File: config.mk
export PLATFORM = sky130hd
export DESIGN_NAME = sevenseg_scan_ctrl
export DESIGN_NICKNAME = d
export VERILOG_FILES = /design/src/rtl/sevenseg_scan_ctrl.sv
export SDC_FILE = /design/constraint.sdc
export NUM_CORES = 1
export LEC_CHECK = 0
export CAP_MARGIN = 25
export CORE_MARGIN = 1
export CORE_UTILIZATION = 60
export DETAILED_ROUTE_END_ITERATION = 10
export PLACE_DENSITY = 0.84
export RECOVER_POWER = 100
export SETUP_SLACK_MARGIN = 0.2
export SLEW_MARGIN = 20
export SYNTH_ARGS = -nofsm -noshare
export SYNTH_HDL_FRONTEND = slang
export SYNTH_SLANG_ARGS = --single-unit
File: constraint.sdc
create_clock -name clk -period 7.2 [get_ports clk]
set_input_delay 0.72 -clock clk [delete_from_list [all_inputs] [get_ports clk]]
set_output_delay 0.72 -clock clk [all_outputs]
set_load 0.005 [all_outputs]
File: src/rtl/sevenseg_scan_ctrl.sv
// Scan controller for an NDIG-digit common-anode display sharing one BCD decoder.
// All outputs are registered and double-buffered updates land only on the frame boundary.
module sevenseg_scan_ctrl #(
    parameter int NDIG  = 4,
    parameter int DWELL = 50000,
    parameter int GAP   = 500
) (
    input  logic              clk,
    input  logic              reset,
    input  logic              en,
    input  logic              load,
    input  logic [4*NDIG-1:0] value,
    input  logic              blank_lz,
    output logic [3:0]        digit_data,
    output logic [NDIG-1:0]   anodes,
    output logic              frame_start
);

    localparam int MAXC = (DWELL > GAP) ? DWELL : GAP;
    localparam int CW   = (MAXC > 1) ? $clog2(MAXC) : 1;
    localparam int IW   = $clog2(NDIG);

    localparam logic [IW-1:0] LAST      = IW'(NDIG - 1);
    localparam logic [CW-1:0] GAP_END   = CW'(GAP - 1);
    localparam logic [CW-1:0] DWELL_END = CW'(DWELL - 1);

    typedef enum logic {S_GAP, S_DWELL} state_t;

    state_t            state, state_nxt;
    logic [IW-1:0]     idx, idx_nxt;
    logic [CW-1:0]     cnt, cnt_nxt;
    logic [4*NDIG-1:0] active, active_nxt;
    logic [4*NDIG-1:0] pending;
    logic              pend_valid;
    logic              boundary;

    // Nibble shown for digit k; digit 0 always shows so a zero value reads "0".
    function automatic logic [3:0] eff(input logic [4*NDIG-1:0] act,
                                       input logic [IW-1:0]     k,
                                       input logic              blz);
        logic       upper_zero;
        logic [3:0] nib;
        upper_zero = 1'b1;
        for (int i = 0; i < NDIG; i++) begin
            if (i >= int'(k) && act[4*i +: 4] != 4'h0)
                upper_zero = 1'b0;
        end
        nib = act[4*int'(k) +: 4];
        if (blz && k != '0 && upper_zero)
            nib = 4'hF;
        return nib;
    endfunction

    always_comb begin
        state_nxt = state;
        idx_nxt   = idx;
        cnt_nxt   = cnt;
        boundary  = 1'b0;
        if (en) begin
            if (state == S_GAP) begin
                if (cnt == GAP_END) begin
                    state_nxt = S_DWELL;
                    cnt_nxt   = '0;
                    idx_nxt   = (idx == LAST) ? '0 : idx + IW'(1);
                    boundary  = (idx == LAST);
                end else begin
                    cnt_nxt = cnt + CW'(1);
                end
            end else begin
                if (cnt == DWELL_END) begin
                    state_nxt = S_GAP;
                    cnt_nxt   = '0;
                end else begin
                    cnt_nxt = cnt + CW'(1);
                end
            end
        end
        active_nxt = (boundary && pend_valid) ? pending : active;
    end

    always_ff @(posedge clk or posedge reset) begin
        if (reset) begin
            state       <= S_GAP;
            idx         <= LAST;
            cnt         <= '0;
            active      <= '0;
            pending     <= '0;
            pend_valid  <= 1'b0;
            anodes      <= '1;
            digit_data  <= 4'hF;
            frame_start <= 1'b0;
        end else begin
            state  <= state_nxt;
            idx    <= idx_nxt;
            cnt    <= cnt_nxt;
            active <= active_nxt;

            // A load coinciding with the boundary stays pending for the next frame.
            if (load) begin
                pending    <= value;
                pend_valid <= 1'b1;
            end else if (boundary) begin
                pend_valid <= 1'b0;
            end

            if (en && state_nxt == S_DWELL) begin
                anodes     <= ~(NDIG'(1) << idx_nxt);
                digit_data <= eff(active_nxt, idx_nxt, blank_lz);
            end else begin
                anodes     <= '1;
                digit_data <= 4'hF;
            end
            frame_start <= boundary;
        end
    end

endmodule

Word-level counts from Yosys, hierarchy flattened --
Cells that the tools add are included.
Cells by class: equal/unequal tests 3, bitwise operators 1, div/mod/pow operators 0, add/subtract/negate cells 2, shift-type cells 2, multiply operators 0, order comparisons 3, multiplexer cells 25, reduce and logical (&&, ||, !) cells 13
Operators with widths (number):
- 16-bit 2-to-1 mux | 4
- 16-bit by 1-bit adder with 16-bit output (second input constant) | 1
- 16-bit == test (second input constant) | 1
- 16-bit by 9-bit == test with 1-bit output (second input constant) | 1
- 4-bit nonzero test | 4
- 16-bit by 5-bit variable part select with 4-bit output | 1
- 1-bit 2-to-1 mux | 14
- 4-bit 2-to-1 mux | 3
- 2-bit 2-to-1 mux | 4
- 1-bit logical AND | 7
- 1-bit by 2-bit greater-or-equal comparator with 1-bit output (first input constant) | 2
- 4-bit inverter | 1
- 2-bit nonzero test | 2
- 1-bit by 2-bit left shift with 4-bit output (first input constant) | 1
- 2-bit by 1-bit adder with 2-bit output (second input constant) | 1
- 2-bit == test (second input constant) | 1
- 2-bit greater-or-equal comparator (first input constant) | 1
Word-level totals: register bits after elaboration 61, bits in latches 0, bits in writable memories 0, word-level logic and storage cells 58, output and inout port bits 9, memory bits (read-only) 0, memories kept 0

Depth between registers and ports, before layout --
word-level depth 16, gate-level depth with buffers 9, gate-level depth less buffers 9

Least setup slack after synthesis --
OpenSTA, ideal clock, no wires.
kind in2reg, from in en, to reg digit_data[3], path slack 4.692 ns, library setup time 0.088 ns, data arrival time 2.420 ns, stages on the path 8, required time 7.112 ns, cells stage by stage buf_2 > and4_1 > and2_4 > mux2_4 > buf_6 > a21o_1 > a41o_1 > or3_1
On the way: elaborated cells between the ends (all ways) 27
RTL lines:
- from (decl) | RTL line 10 | input logic en,
- 2-bit 2-to-1 mux * | RTL line 59 | if (en) begin
- net idx_nxt[1] | RTL line 30 | logic [IW-1:0] idx, idx_nxt;
- 1-bit by 2-bit greater-or-equal comparator with 1-bit output | RTL line 45 | if (i >= int'(k) && act[4*i +: 4] != 4'h0)
- 1-bit logical AND | RTL line 45
- 1-bit 2-to-1 mux (4 in series) | RTL line 45
- 1-bit 2-to-1 mux | RTL line 106 | if (en && state_nxt == S_DWELL) begin
- 1-bit logical AND | RTL line 49 | if (blz && k != '0 && upper_zero)
- 4-bit 2-to-1 mux * | RTL line 49
- 4-bit 2-to-1 mux * | RTL line 106
- to (signal assigned) | RTL line 108 | digit_data <= eff(active_nxt, idx_nxt, blank_lz);
- to (decl) | RTL line 14 | output logic [3:0] digit_data,
The timed path passes the listed nets; every way through them passes the cells marked *. The select of a mux whose other input is x is not followed. A chain may end at the register's enable or synchronous reset.

==> impl_metrics.env <==
export IMPL_status="complete, but fails checks"
export IMPL_violations="max-capacitance violations, max-slew violations"
export IMPL_cts_made_buffers=9
export IMPL_synthesis_nets=247
export IMPL_vdd_drop_max_mv=0.168
export IMPL_numPortBuffers=29
export IMPL_placed_cell_area_mm2=0.00310
export IMPL_synth_top_family_by_area="multiplexers"
export IMPL_routedWlPerCell_um=16.5
export IMPL_cts_setup_buffers=0
export IMPL_power_frac_seq=0.468
export IMPL_cts_htree_levels=3
export IMPL_rsz0062_at_grt="false"
export IMPL_cts_tree="done"
export IMPL_startpoint="reset"
export IMPL_netlist_area_mm2=0.00276
export IMPL_pin_count=30
export IMPL_muxShareOfSynthArea=0.174
export IMPL_hp_class="reg -> reg"
export IMPL_grtUsageTotal=0.245
export IMPL_wl_um=5230
export IMPL_synth_simple_gate_area_frac=0.156
export IMPL_syn_inst=224
export IMPL_layout_drive_gt1_share=0.177
export IMPL_ys_ff_latch=61
export IMPL_crit_type="in -> async"
export IMPL_syn_avg_cell_area_um2=12.3
export IMPL_final_cell_mix="dfrtp_1 (51), nor2_1 (25), mux2_2 (17), clkdlybuf4s50_1 (17), nand2_1 (16)"
export IMPL_cts_resized=0
export IMPL_hpwl_um=3580
export IMPL_drt_initial_drc_count=78
export IMPL_core_area_mm2=0.00438
export IMPL_tightest_slew_ns=3.10
export IMPL_cts_hold_buffers=0
export IMPL_clk_latency_ns=0.34
export IMPL_final_area_mm2=0.00331
export IMPL_start_util=0.629
export IMPL_grt_first_pass_wirelength_um=8980
export IMPL_diodes=0
export IMPL_drc_errors=0
export IMPL_synth_seq_area_share=0.558
export IMPL_crit_path_max_fanout=61
export IMPL_p_sw_uw=184
export IMPL_numClockSinks=61
export IMPL_route_vias_total=1839
export IMPL_p_int_uw=660
export IMPL_p_sw_frac=0.218
export IMPL_dieArea_mm2=0.00487
export IMPL_hold_violations=0
export IMPL_first_pass_iters=4
export IMPL_holdCritStartpoint="cnt[13]"
export IMPL_path_clk_slew_ns=0.06
export IMPL_fp_dieW_um=69.8
export IMPL_power_clock_fraction=0.460
export IMPL_fin_crit_sh=0.525
export IMPL_syn_to_final_growth_pct=20.0
export IMPL_finalClockSkew_ns=0.00877
export IMPL_cts_root_buffer_cell="clkbuf_8"
export IMPL_tns_ns=0
export IMPL_cts_buffer_depth=2
export IMPL_place_congestion=0.829
export IMPL_via_per_inst=5.80
export IMPL_grt_pass1_vias=1879
export IMPL_pwr_share_comb=0.072
export IMPL_nFillCells=290
export IMPL_grt_max_degree=62
export IMPL_async_flop_share=1.00
export IMPL_cp_arrival_ns=3.54
export IMPL_synthXorXnorAreaFrac=0.0349
export IMPL_grt_antenna_before_repair=0
export IMPL_synth_edff_count=0
export IMPL_final_common_cell="dfrtp_1"
export IMPL_required_ns=6.96
export IMPL_synthDistinctLibCells=49
export IMPL_endpoint_kind="asynchronous set/reset pin"
export IMPL_slew_viol_final=62
export IMPL_ant_nets=0
export IMPL_ys_warn_count=0
export IMPL_r2r_start="cnt[14]"
export IMPL_synth_compound_area_frac=0.0454
export IMPL_clock_fmax_mhz=264
export IMPL_nNetsFinal=283
export IMPL_dieHeight_um=69.8
export IMPL_p_leak_nw=1.50
export IMPL_post_route_min_period_ns=3.78
export IMPL_maxSlewHeadroom=-1.07
export IMPL_powerDensity_mw_per_mm2=255
export IMPL_num_rows=24
export IMPL_grt_remaining_overflow=0
export IMPL_maxCapViolations=1
export IMPL_start_kind="primary input"
export IMPL_synth_ff_type="dfrtp_1"
export IMPL_synth_adder_area_share=0.00907
export IMPL_finalSetupViolCount=0
## power by group through the flow
| stage | Sequential [mW] | Clock, mW | Combinational [mW] |
|---|---|---|---|
| after floorplan | 0.392 | 0 | 0.0441 |
| after global placement | 0.399 | 0 | 0.0603 |
| after detailed placement | 0.400 | 0 | 0.0634 |
| after CTS | 0.395 | 0.393 | 0.0634 |
| after global routing | 0.398 | 0.408 | 0.0685 |
| final | 0.395 | 0.388 | 0.0612 |
## layout make-up
type,count,area [um2],share of cell area
repair buffers,31,298,0.0899
clock inverters,3,90.1,0.0272
flip-flops and latches,61,1540,0.465
well taps,52,65.1,0.0197
clock buffers,13,169,0.0510
multi-input cells,150,1120,0.339
inverters,7,26.3,0.00794
## path summary, 6_finish.rpt
kind / end / slack, ns / cells past startpoint
max in group clk: digit_data[0] / 3.81 / 8
hold reg to reg: cnt[13] / 0.50 / 1
setup reg to reg: digit_data[0] / 4.17 / 8
hold / removal: cnt[13] / 0.50 / 1
min in group asynchronous: pending[0] / 2.04 / 3
setup / recovery: active[3] / 3.42 / 3
## cells by family after synthesis
group           Yosys count
compound gates           16
xor+xnor                 11
fa+ha+maj                 2
buf+inv                  13
flops                    61
mux                      41
simple gates             80
## metrics by stage
stage,utilization,worst slack [ns],power [mW],hold slack [ns],std cells
detailed placement,0.706,3.65,0.463,0.480,301
global placement,0.704,3.36,0.459,0.476,300
finish,0.755,3.42,0.844,0.497,317
floorplan,-,4.69,0.436,0.459,224
CTS,0.765,3.99,0.851,0.501,317
global route,0.755,2.70,0.875,0.525,317
## flip-flops by register name (all words and copies together) (netlist names)
| signal | count |
|---|---|
| state | 1 |
| frame_start | 1 |
| pending | 16 |
| cnt | 16 |
| pend_valid | 1 |
| idx | 2 |
| digit_data | 4 |
| anodes | 4 |
| active | 16 |
## critical path, cell delays in order
cell and delay [ns]:
dlygate4sd3_1 0.55, clkinv_1 0.05, clkbuf_1 2.18
## routing by layer
layer / track usage / vias to the layer above / wire (um)
met5: 0 / - / 0
met4: 0.100 / 0 / 72
met3: 0.0712 / 6 / 264
met2: 0.375 / 50 / 2540
met1: 0.329 / 917 / 2360
li1: - / 866 / -
## synth_stat cells, drive strengths merged (4+ instances only)
master,n,area share
and3,5,0.015
buf,5,0.012
dfrtp,51,0.46
dfstp,10,0.095
inv,7,0.0095
mux2,32,0.14
mux2i,9,0.034
nand2,16,0.022
nand3,5,0.0091
nand4,6,0.014
nor2,25,0.034
nor4,4,0.011
o21ai,4,0.0073
xnor2,5,0.016
xor2,6,0.019
Note: power is estimated with default switching activity, not from simulation.
